**config.mk**
```make
export PLATFORM = sky130hd
export DESIGN_NAME = pulse_stretcher
export DESIGN_NICKNAME = d
export VERILOG_FILES = /design/src/rtl/pulse_stretcher.sv
export SDC_FILE = /design/constraint.sdc
export NUM_CORES = 1
export LEC_CHECK = 0
export ABC_AREA = 1
export BUFFER_PORTS_ARGS = -buffer_cell sky130_fd_sc_hd__buf_2
export CAP_MARGIN = 5
export CORE_AREA = 4 4 41 43
export DETAILED_ROUTE_END_ITERATION = 16
export DIE_AREA = 0 0 45 47
export PLACE_DENSITY = 0.73
export REMOVE_ABC_BUFFERS = 1
export SLEW_MARGIN = 20
export SYNTH_ARGS = -nofsm -noshare
export SYNTH_HDL_FRONTEND = slang
export SYNTH_SLANG_ARGS = --single-unit
```
**constraint.sdc**
```tcl
create_clock -name Clock -period 2.1 [get_ports Clock]
set_clock_uncertainty 0.05 [all_clocks]
set_input_delay 0.105 -clock Clock [delete_from_list [all_inputs] [get_ports Clock]]
set_output_delay 0.105 -clock Clock [all_outputs]
set_load 0.005 [all_outputs]
```
**src/rtl/pulse_stretcher.sv**
```systemverilog
`default_nettype none
// ============================================================================
// Module      : pulse_stretcher
// Description : Turns single-cycle request pulses into fixed-length output
//               windows. Each window is followed by a guaranteed low gap.
//               Requests that arrive while a window or gap is active are
//               counted in a saturating queue and served back to back.
// Ports       :
//   Clock     - system clock; all logic runs on the rising edge
//   Reset     - asynchronous, active-high reset
//   Pi        - request pulse; every high cycle is one request
//   Lo        - stretched output level (high during HOLD)
//   Busy      - high whenever the block is not IDLE
//   Pending   - number of queued requests not yet served
//   Overflow  - one-cycle flag: a request was dropped because Pending was full
// Revision    : 1.0 - initial release
// ============================================================================
module pulse_stretcher #(
  parameter int HOLD_CYCLES = 8,
  parameter int GAP_CYCLES  = 2,
  parameter int QW          = 3
) (
  input  logic          Clock,
  input  logic          Reset,
  input  logic          Pi,
  output logic          Lo,
  output logic          Busy,
  output logic [QW-1:0] Pending,
  output logic          Overflow
);

  // The counter must reach max(HOLD,GAP)-1. A width of at least one bit is
  // kept so the 1/1 parameter corner still has a legal vector.
  localparam int c_MAXC = (HOLD_CYCLES > GAP_CYCLES) ? HOLD_CYCLES : GAP_CYCLES;
  localparam int c_CW   = (c_MAXC <= 1) ? 1 : $clog2(c_MAXC);

  localparam logic [c_CW-1:0] c_HOLD_LAST = c_CW'(HOLD_CYCLES - 1);
  localparam logic [c_CW-1:0] c_GAP_LAST  = c_CW'(GAP_CYCLES - 1);
  localparam logic [QW-1:0]   c_PEND_MAX  = {QW{1'b1}};

  typedef enum logic [1:0] {
    S_IDLE = 2'd0,
    S_HOLD = 2'd1,
    S_GAP  = 2'd2
  } state_t;

  state_t          r_state;
  state_t          w_state_nxt;
  logic [c_CW-1:0] r_cnt;
  logic [c_CW-1:0] w_cnt_nxt;
  logic [QW-1:0]   r_pend;
  logic [QW-1:0]   w_pend_nxt;
  logic            r_ovf;
  logic            w_ovf_nxt;
  logic            w_hold_last;
  logic            w_gap_last;

  assign w_hold_last = (r_cnt == c_HOLD_LAST);
  assign w_gap_last  = (r_cnt == c_GAP_LAST);

  // --------------------------------------------------------------------------
  // State, counter and queue registers
  // --------------------------------------------------------------------------
  always_ff @(posedge Clock or posedge Reset) begin
    if (Reset) begin
      r_state <= S_IDLE;
      r_cnt   <= '0;
      r_pend  <= '0;
      r_ovf   <= 1'b0;
    end else begin
      r_state <= w_state_nxt;
      r_cnt   <= w_cnt_nxt;
      r_pend  <= w_pend_nxt;
      r_ovf   <= w_ovf_nxt;
    end
  end

  // --------------------------------------------------------------------------
  // Next-state, counter and queue logic
  // --------------------------------------------------------------------------
  always_comb begin
    w_state_nxt = r_state;
    w_cnt_nxt   = r_cnt + 1'b1;
    w_pend_nxt  = r_pend;
    w_ovf_nxt   = 1'b0;

    unique case (r_state)
      S_IDLE: begin
        w_cnt_nxt = '0;
        if (Pi) begin
          w_state_nxt = S_HOLD;
        end
      end

      S_HOLD: begin
        if (w_hold_last) begin
          w_state_nxt = S_GAP;
        end
        if (Pi) begin
          if (r_pend != c_PEND_MAX) begin
            w_pend_nxt = r_pend + 1'b1;
          end else begin
            w_ovf_nxt = 1'b1;
          end
        end
      end

      S_GAP: begin
        if (w_gap_last) begin
          // A request in the last gap cycle starts the next window directly,
          // so it never enters the queue: the net queue change is <= 0 and
          // overflow is impossible here.
          if (Pi || (r_pend != '0)) begin
            w_state_nxt = S_HOLD;
          end else begin
            w_state_nxt = S_IDLE;
          end
          if (!Pi && (r_pend != '0)) begin
            w_pend_nxt = r_pend - 1'b1;
          end
        end else if (Pi) begin
          if (r_pend != c_PEND_MAX) begin
            w_pend_nxt = r_pend + 1'b1;
          end else begin
            w_ovf_nxt = 1'b1;
          end
        end
      end

      default: begin
        w_state_nxt = S_IDLE;
      end
    endcase

    // Every state entry restarts the cycle count.
    if (w_state_nxt != r_state) begin
      w_cnt_nxt = '0;
    end
  end

  // --------------------------------------------------------------------------
  // Moore outputs
  // --------------------------------------------------------------------------
  assign Lo       = (r_state == S_HOLD);
  assign Busy     = (r_state != S_IDLE);
  assign Pending  = r_pend;
  assign Overflow = r_ovf;

endmodule
`default_nettype wire

```
==> results of run 1 <==
## metal layers
| metal | vias up | global-route usage [%] | share of wire [%] |
|---|---|---|---|
| met2 | 10 | 27.1 | 51 |
| met5 | - | 0 | 0 |
| li1 | 291 | - | - |
| met3 | 2 | 5.75 | 4.8 |
| met4 | 0 | 5.26 | 0.93 |
| met1 | 262 | 17.8 | 43 |
## state kept, by name, summed over array words and instances (netlist names)
signal and count:
Pending 3, Overflow 1, r_cnt 3, r_state 2
## cells in the final DEF, fill, tap and decap left out
cell type | synthesis | routed
a21oi_1 | 1 | 1
a21oi_2 | 2 | 2
a22oi_2 | 1 | 1
buf_2 | 0 | 8
clkbuf_4 | 0 | 3
clkinv_2 | 0 | 1
dfrtp_1 | 9 | 9
dlygate4sd3_1 | 0 | 1
ha_1 | 10 | 10
inv_1 | 12 | 12
inv_2 | 5 | 5
nand2_1 | 16 | 16
nand2_2 | 4 | 4
nand2_4 | 1 | 1
nand3_1 | 6 | 6
nand3_2 | 2 | 2
nand4_1 | 2 | 2
nor2_1 | 3 | 3
nor2_8 | 1 | 1
o21a_1 | 1 | 1
o21ai_0 | 3 | 3
o21ai_1 | 2 | 2
or2_2 | 2 | 2
xor2_1 | 1 | 1
## kinds of logic (layout without fill, tap and decap cells)
logic type	count (synthesis)	after routing
xor+xnor	1	1
flops	9	9
compound gates	10	10
buf+inv	17	30
fa+ha+maj	10	10
simple gates	37	37
## worst max-delay path by stage
stage               startpoint          to  slack, ps  depth (start not counted)
global route        r_state[0]  Pending[2]        300                          8
global placement    r_state[0]  Pending[1]        550                          7
detailed placement  r_state[0]  Pending[1]        490                          7
finish              r_state[0]  Pending[1]        480                          7
CTS                 r_state[0]  Pending[0]        480                          7
floorplan           r_state[0]  Pending[1]        610                          7
## timing repair
action                    in CTS  in global routing
hold endpoints to repair       9                  0
hold buffers                   1                  0
setup buffers                  0                  0
## report_power, final
| part | switching (W) | internal (W) |
|---|---|---|
| sequential | 0.0000513 | 0.000227 |
| clock | 0.0000638 | 0.0000704 |
| combinational | 0.000301 | 0.000212 |
| total | 0.000416 | 0.000509 |
## stage by stage
stage                     instance area, µm²  total power (W)  instances  worst slack [ps]
after floorplan                          693         0.000666         84               614
after global placement                   752         0.000779        107               549
after detailed placement                 752         0.000799        107               493
after CTS                                790         0.000941        112               477
after global routing                     790          0.00103        112               305
final                                    790         0.000925        112               476
## area by class of cell
| class | instances | area, µm² |
|---|---|---|
| multi-input cells | 58 | 404 |
| inverters | 17 | 63.8 |
| flip-flops and latches | 9 | 225 |
| clock inverters | 1 | 5.00 |
| repair buffers | 9 | 50.0 |
| fillers | 129 | 512 |
| well taps | 15 | 18.8 |
| clock buffers | 3 | 22.5 |
## cell usage after synthesis
| master | n | area, µm² |
|---|---|---|
| nand2_1 | 16 | 60.1 |
| inv_1 | 12 | 45.0 |
| ha_1 | 10 | 125 |
| dfrtp_1 | 9 | 225 |
| nand3_1 | 6 | 30.0 |
| inv_2 | 5 | 18.8 |
| nand2_2 | 4 | 25.0 |
| nor2_1 | 3 | 11.3 |
| o21ai_0 | 3 | 15.0 |
| a21oi_2 | 2 | 17.5 |
| nand3_2 | 2 | 20.0 |
| nand4_1 | 2 | 12.5 |
| o21ai_1 | 2 | 10.0 |
| or2_2 | 2 | 12.5 |
| a21oi_1 | 1 | 5.00 |
| a22oi_2 | 1 | 12.5 |
| nand2_4 | 1 | 11.3 |
| nor2_8 | 1 | 20.0 |
| o21a_1 | 1 | 7.51 |
| xor2_1 | 1 | 8.76 |
## worst max-delay path, delay by kind of cell (launching register included)
kind	cells	cell delay (ps)
fa+ha+maj	1	240
flops	1	430
simple gates	1	70
compound gates	3	480
buf+inv	2	240
==> flow_summary.yaml, run 1 <==
run_status:
  outcome: "finished, final reports clean"
die:
  floorplan.initialDensity_pct: 53.3
  io-pin-count: 9
  design.die.area_um2: 2120
  rows: 13
  die_y_um: 47
  core-area_um2: 1300
  die_w_um: 45
synthesis:
  postSynthAreaPerCell_um2: 8.25
  mapped_area_um2: 693
  ys_seq_area_share_pct: 32.5
  simple_gate_area_share_of_the_yosys_netlist_pct: 29.2
  netlist-cell-type-count: 20
  synth_xor_area_share_pct: 1.26
  synth_top_family_by_area: "simple AND/OR/NAND/NOR gates"
  post_synth_fa_ha_maj_area_fraction_pct: 18.1
  number_of_storage_elements_in_the_synthesis_netlist: 9
  synth_compound_area_share_pct: 9.75
  syn_inst: 84
  yosys_warnings: 0
  post_synth_mux_area_share_pct: 0
clocking:
  cts.sinks: 9
  root_buffer: "clkbuf_4"
  cts-buffers-inserted: 3
  ctsLongestPathBuffers: 2
  cts_tree: "built"
  clk_pin_slew_ps: 60
  count_of_cells_resized_by_post_cts_repair: 0
  htreeDepth: 1
  clkLatencyLatePin_ps: 260
drt:
  post_route_drc: 0
  dr.pass1.iters: 2
  drt-wirelength-per-cell_um: 11.5
  detailed_route_iter0_violations: 7
  antenna_left: 0
  avgViaCountPerCell: 5.04
  via_count: 565
  drt-total-wl_um: 1280
sta:
  timing.fmax_mhz: 616
  finalHoldWorstSlack_ps: 78.4
  max-slew-margin-rel_pct: 77.1
  setup_viol_count_final: 0
  tightestPinTransition_ps: 343
  final.setup.tns_ps: 0
  post-route-period-util_pct: 77.3
  grt_setup_unrepaired: "false"
  slew_violations: 0
  fin_crit_ps: 1620
  final_hold_viol_count: 0
global_route:
  via_count_of_the_first_global_routing_pass: 539
  grt_start_max_net_pins: 10
  antenna_found_initial: 0
  grt_pass1_wl_um: 2300
  globalRouteOverflowTotal: 0
  grt_use_total_pct: 15.7
finish:
  fraction_of_final_layout_cells_with_drive_strength_greater_than_1_pct: 30.9
  finalNetCount: 111
  flow.area_growth_from_synthesis_pct: 13.9
  finalCoreUtilization_pct: 60.7
  n_antenna_cell: 0
setup_path:
  crit_path_cell_trace: "inv_1 > ha_1 > inv_2 > nor2_8 > a22oi_2 > o21a_1 > a21oi_2"
  setup.worst_path.class: "flop to flop"
  setup.worst_path.end_class: "flop"
  critical_path_top_delay_cell: "dfrtp_1"
  critical_path.max_fanout: 7
  regToRegSetupSlack_ps: 480
  crit-reg2reg-capture: "Pending[1]"
  rr_worst_depth: 7
  timing.rr.start: "r_state[0]"
  setup.worst_path.start_class: "flop"
  timing.critical_path.required_ps: 2200
  critical-path-max-stage-delay_ps: 430
  worst_ep_arrival_time_ps: 1720
pwr:
  power.density_nw_per_um2: 1170
  total_leakage_power_nw: 0.445
  ir_worst_vdd_v: 0.000615
worst_hold_path:
  worstHoldPathType: "input port to flop"
  worstHoldStart: "Pi"
  holdPathStages: 3
  min_delay_worst_endpoint: "Overflow"
placed_design:
  numPortBuffers: 8
  hpwlAfterDp_um: 1080
  gp_congestion: 0.823
job:
  drv_cap: 0
(Power assumes the default switching activity.)
==> run 2, diff against run 1 <==
Settings changed: CORE_AREA 4 4 41 43 to not set, CORE_MARGIN set to 4, CORE_UTILIZATION set to 49, DIE_AREA 0 0 45 47 to not set, PLACE_DENSITY 0.73 to 0.72.
Clock period 2.1 ns to 1.3 ns, I/O delays scaled along.
==> flow_summary.yaml, run 2 (same netlist as run 1, synthesis figures left out) <==
sta:
  final_hold_viol_count: 0
  post-route-period-util_pct: 116
  fin_crit_ps: 1510
  setup_ws_ps: -214
  final.setup.tns_ps: -1450
  slew_violations: 0
  timing.fmax_mhz: 660
  setup_viol_count_final: 10
  tightestPinTransition_ps: 352
  max-slew-margin-rel_pct: 76.5
  grt_setup_unrepaired: "true"
job:
  drv_cap: 0
global_route:
  antenna_found_initial: 0
  globalRouteOverflowTotal: 0
  via_count_of_the_first_global_routing_pass: 656
  grt_pass1_wl_um: 2650
  grt_use_total_pct: 18.9
  grt_start_max_net_pins: 10
worst_hold_path:
  worstHoldStart: "Pi"
  worstHoldPathType: "input port to flop"
  min_delay_worst_endpoint: "Overflow"
  holdPathStages: 3
run_status:
  outcome: "finished with violations"
  violations: "negative setup slack"
finish:
  fraction_of_final_layout_cells_with_drive_strength_greater_than_1_pct: 63.9
  finalCoreUtilization_pct: 82.9
  n_antenna_cell: 0
  finalNetCount: 133
  flow.area_growth_from_synthesis_pct: 57.6
  layout_common_cells: "buf_4 (20), nand2_1 (13), inv_2 (9), dfrtp_1 (8), nand2_2 (7)"
  mostFrequentLayoutCell: "buf_4"
  fillCellCount: 84
setup_path:
  critical_path.max_fanout: 4
  setup.worst_path.class: "flop to flop"
  setup.worst_path.start_class: "flop"
  setup.worst_path.end_class: "flop"
  rr_worst_depth: 8
  worst_ep_arrival_time_ps: 1660
  timing.critical_path.required_ps: 1450
  regToRegSetupSlack_ps: -210
  crit-reg2reg-capture: "r_cnt[0]"
  timing.rr.start: "r_state[1]"
clocking:
  root_buffer: "clkbuf_4"
  ctsLongestPathBuffers: 2
  cts_tree: "built"
  clkLatencyLatePin_ps: 280
  clk_pin_slew_ps: 70
  htreeDepth: 1
  cts-buffers-inserted: 3
  cts.sinks: 9
die:
  io-pin-count: 9
  design.die.area_um2: 2080
  die_w_um: 45.6
  core-area_um2: 1320
  rows: 13
  die_y_um: 45.6
  floorplan.initialDensity_pct: 52.6
pwr:
  total_leakage_power_nw: 0.557
  ir_worst_vdd_v: 0.00106
  clk_network_pwr_share_pct: 10.5
  intPower_w: 0.00129
  power.density_nw_per_um2: 2020
  power_frac_seq_pct: 19.9
  pwr-share-comb_pct: 69.5
  power.share.switching_pct: 41.9
  power.net_switching_w: 0.000926
drt:
  drt-total-wl_um: 1690
  via_count: 645
  post_route_drc: 0
  dr.pass1.iters: 4
  avgViaCountPerCell: 4.81
  detailed_route_iter0_violations: 4
  drt-wirelength-per-cell_um: 12.6
  antenna_left: 0
placed_design:
  numPortBuffers: 8
  hpwlAfterDp_um: 1080
  gp_congestion: 0.843
## run 2: cell type report
cell class	instances	area, µm²	share of cell area (%)
Clock buffer	4	26.3	2.41
Inverter	17	71.3	6.53
Multi-Input combinational cell	58	514	47.1
Sequential cell	9	226	20.7
Tap cell	15	18.8	1.72
Timing Repair Buffer	31	235	21.5
## run 2: how the worst max path moves through the flow
| stage | start | to |
|---|---|---|
| floorplan | r_state[0] | Pending[1] |
| finish | r_state[1] | r_cnt[0] |
| detailed placement | r_state[1] | Pending[1] |
| global route | r_state[1] | r_cnt[0] |
| global placement | r_state[1] | Pending[0] |
| CTS | r_cnt[0] | r_cnt[0] |
## run 2: power groups by stage
stage,Sequential [W],Combinational (W),Clock [W]
finish,0.000441,0.00154,0.000233
CTS,0.000442,0.00131,0.000235
global route,0.000452,0.00168,0.000260
detailed placement,0.000435,0.00106,0
global placement,0.000431,0.00104,0
floorplan,0.000440,0.000635,0
## run 2: layer usage
metal | vias up | GRT usage, % | wire [µm]
li1 | 337 | - | -
met1 | 291 | 19.7 | 694
met2 | 12 | 32.6 | 900
met3 | 5 | 4.74 | 48
met4 | 0 | 12.9 | 49
met5 | - | 0 | 0
## run 2: repair_timing
action                                 CTS  global route
endpoints found under the hold margin    9             0
setup endpoints to repair               10            10
gates resized for setup                 27            11
hold buffers                             1             0
pin swaps                                9             6
buffers inserted                         7             3
gates cloned                             0             0
## run 2: critical path, cell delays in order (launching register included)
cell,delay (ps)
dfrtp_2,460
inv_4,100
ha_4,150
inv_2,60
o21ai_2,160
nand4_1,120
nand2_1,130
nand3_4,100
nor2_2,90
## run 2: metrics by stage
step           cells  hold WS [ps]  power, W  setup WS (ps)  instance area [µm²]
6_report         134          47.5   0.00221           -214                 1090
5_1_grt          134          57.6   0.00239           -324                 1090
4_1_cts          131          48.2   0.00199           -173                 1030
3_5_place_dp     120          5.17   0.00149           -211                  850
3_3_place_gp     120         -1.89   0.00147           -203                  850
2_1_floorplan     84          -157   0.00108           -186                  693
==> run 3, diff against run 2 <==
Settings changed: CELL_PAD_IN_SITES_DETAIL_PLACEMENT set to 1, CELL_PAD_IN_SITES_GLOBAL_PLACEMENT set to 1, CORE_UTILIZATION 49 to 37, PLACE_DENSITY 0.72 to not set, PLACE_DENSITY_LB_ADDON set to 0.1.
==> flow_summary.yaml, run 3 (same netlist as run 1, synthesis figures left out) <==
finish:
  fraction_of_final_layout_cells_with_drive_strength_greater_than_1_pct: 59.8
  flow.area_growth_from_synthesis_pct: 60.7
  finalNetCount: 136
  n_antenna_cell: 0
  final_cell_count_no_fill: 147
  mostFrequentLayoutCell: "buf_4"
  finalCoreUtilization_pct: 63.8
  final_area_um2: 1110
  layout_common_cells: "buf_4 (20), nand2_1 (13), dfrtp_1 (8), inv_1 (7), buf_2 (7)"
sta:
  setup_ws_ps: -239
  grt_setup_unrepaired: "true"
  fin_crit_ps: 1540
  max-slew-margin-rel_pct: 74.7
  slew_violations: 0
  tightestPinTransition_ps: 380
  final_hold_viol_count: 0
  final.setup.tns_ps: -1750
  setup_viol_count_final: 10
  timing.fmax_mhz: 650
  post-route-period-util_pct: 118
pwr:
  intPower_w: 0.00130
  pwr-share-comb_pct: 70.1
  power.density_nw_per_um2: 2040
  power.net_switching_w: 0.000967
  total_leakage_power_nw: 0.573
  clk_network_pwr_share_pct: 10.3
  ir_worst_vdd_v: 0.00122
  power_frac_seq_pct: 19.6
  power.share.switching_pct: 42.6
clocking:
  cts_tree: "built"
  cts-buffers-inserted: 3
  clkLatencyLatePin_ps: 280
  clk_pin_slew_ps: 70
  ctsLongestPathBuffers: 2
  root_buffer: "clkbuf_4"
  cts.sinks: 9
  htreeDepth: 1
setup_path:
  worst_ep_arrival_time_ps: 1650
  setup.worst_path.class: "flop to flop"
  setup.worst_path.start_class: "flop"
  setup.worst_path.end_class: "flop"
  critical_path.max_fanout: 3
  timing.critical_path.required_ps: 1410
drt:
  antenna_left: 0
  via_count: 707
  drt-total-wl_um: 2430
  detailed_route_iter0_violations: 9
  post_route_drc: 0
  avgViaCountPerCell: 4.81
  dr.pass1.iters: 4
  drt-wirelength-per-cell_um: 16.5
run_status:
  violations: "negative setup slack"
  outcome: "finished with violations"
die:
  design.die.area_um2: 2630
  die_w_um: 51.3
  rows: 15
  floorplan.initialDensity_pct: 39.7
  die_y_um: 51.3
  io-pin-count: 9
  core-area_um2: 1750
placed_design:
  gp_congestion: 0.823
  postPlaceCellArea_um2: 870
  cell_count_after_placement: 131
  hpwlAfterDp_um: 1340
  numPortBuffers: 8
global_route:
  antenna_found_initial: 0
  globalRouteOverflowTotal: 0
  grt_use_total_pct: 20.1
  grt_pass1_wl_um: 3760
  via_count_of_the_first_global_routing_pass: 777
  grt_start_max_net_pins: 10
job:
  drv_cap: 0
worst_hold_path:
  worstHoldPathType: "input port to flop"
[run 3: changes by cell type in the layout (fill, tap and decap cells not counted), moves of 2 or more]
cell,change
nor2_1,+3
inv_2,-3
nor2_2,-3
buf_6,+2
o21ai_1,+2
inv_1,+2
[run 3: what timing repair did]
action | 4_1_cts | 5_1_grt
hold buffers | 1 | 0
hold endpoints to repair | 9 | 0
gates resized for setup | 22 | 14
setup buffers | 8 | 3
pin swaps | 6 | 9
setup endpoints to repair | 9 | 9
[run 3: metrics by stage]
step | hold WS [ps] | total power, W | setup slack, ps
global placement | 0.840 | 0.00149 | -263
detailed placement | 4.66 | 0.00152 | -306
global route | 77.8 | 0.00243 | -324
finish | 66.8 | 0.00227 | -239
floorplan | -157 | 0.00108 | -186
CTS | 52.5 | 0.00205 | -185
[run 3: final cells by class]
type	count	area (µm²)
inverter	17	76.3
sequential	9	226
fill	212	632
tap	25	31.3
multi-input combinational	58	490
clock buffer	4	26.3
timing repair buffer	34	263
[run 3: power groups by stage]
stage | logic, W | registers [W] | clock network [W]
detailed placement | 0.00108 | 0.000443 | 0
global route | 0.00173 | 0.000454 | 0.000254
CTS | 0.00138 | 0.000435 | 0.000234
floorplan | 0.000635 | 0.000440 | 0
finish | 0.00159 | 0.000445 | 0.000235
global placement | 0.00105 | 0.000436 | 0
[run 3: metal layers]
| metal | part of all wire (%) | GRT usage [%] |
|---|---|---|
| met2 | 56 | 41.8 |
| met5 | 0 | 0 |
| met4 | 1.6 | 4.37 |
| met3 | 2.4 | 4.96 |
| met1 | 40 | 19.1 |
[run 3: final timing paths]
| kind | start | endpoint | slack (ps) | cells past startpoint |
|---|---|---|---|---|
| worst min-delay path | Pi | Overflow | 70 | 3 |
| min in group asynchronous | Reset | Pending[0] | 280 | 3 |
| worst max-delay path | Pending[0] | Pending[0] | -240 | 8 |
| worst max register to register | Pending[0] | Pending[0] | -240 | 8 |
| worst min register to register | r_cnt[0] | r_cnt[0] | 520 | 2 |
| max in group asynchronous | Reset | r_state[1] | 620 | 3 |
[run 3: worst max-delay path: stages (launching register included)]
cell and delay, ps:
dfrtp_1 400, inv_1 80, ha_1 210, nand2_1 80, nand2_2 50, a22oi_2 150, buf_4 160, nand2_2 70
xor2_1 160
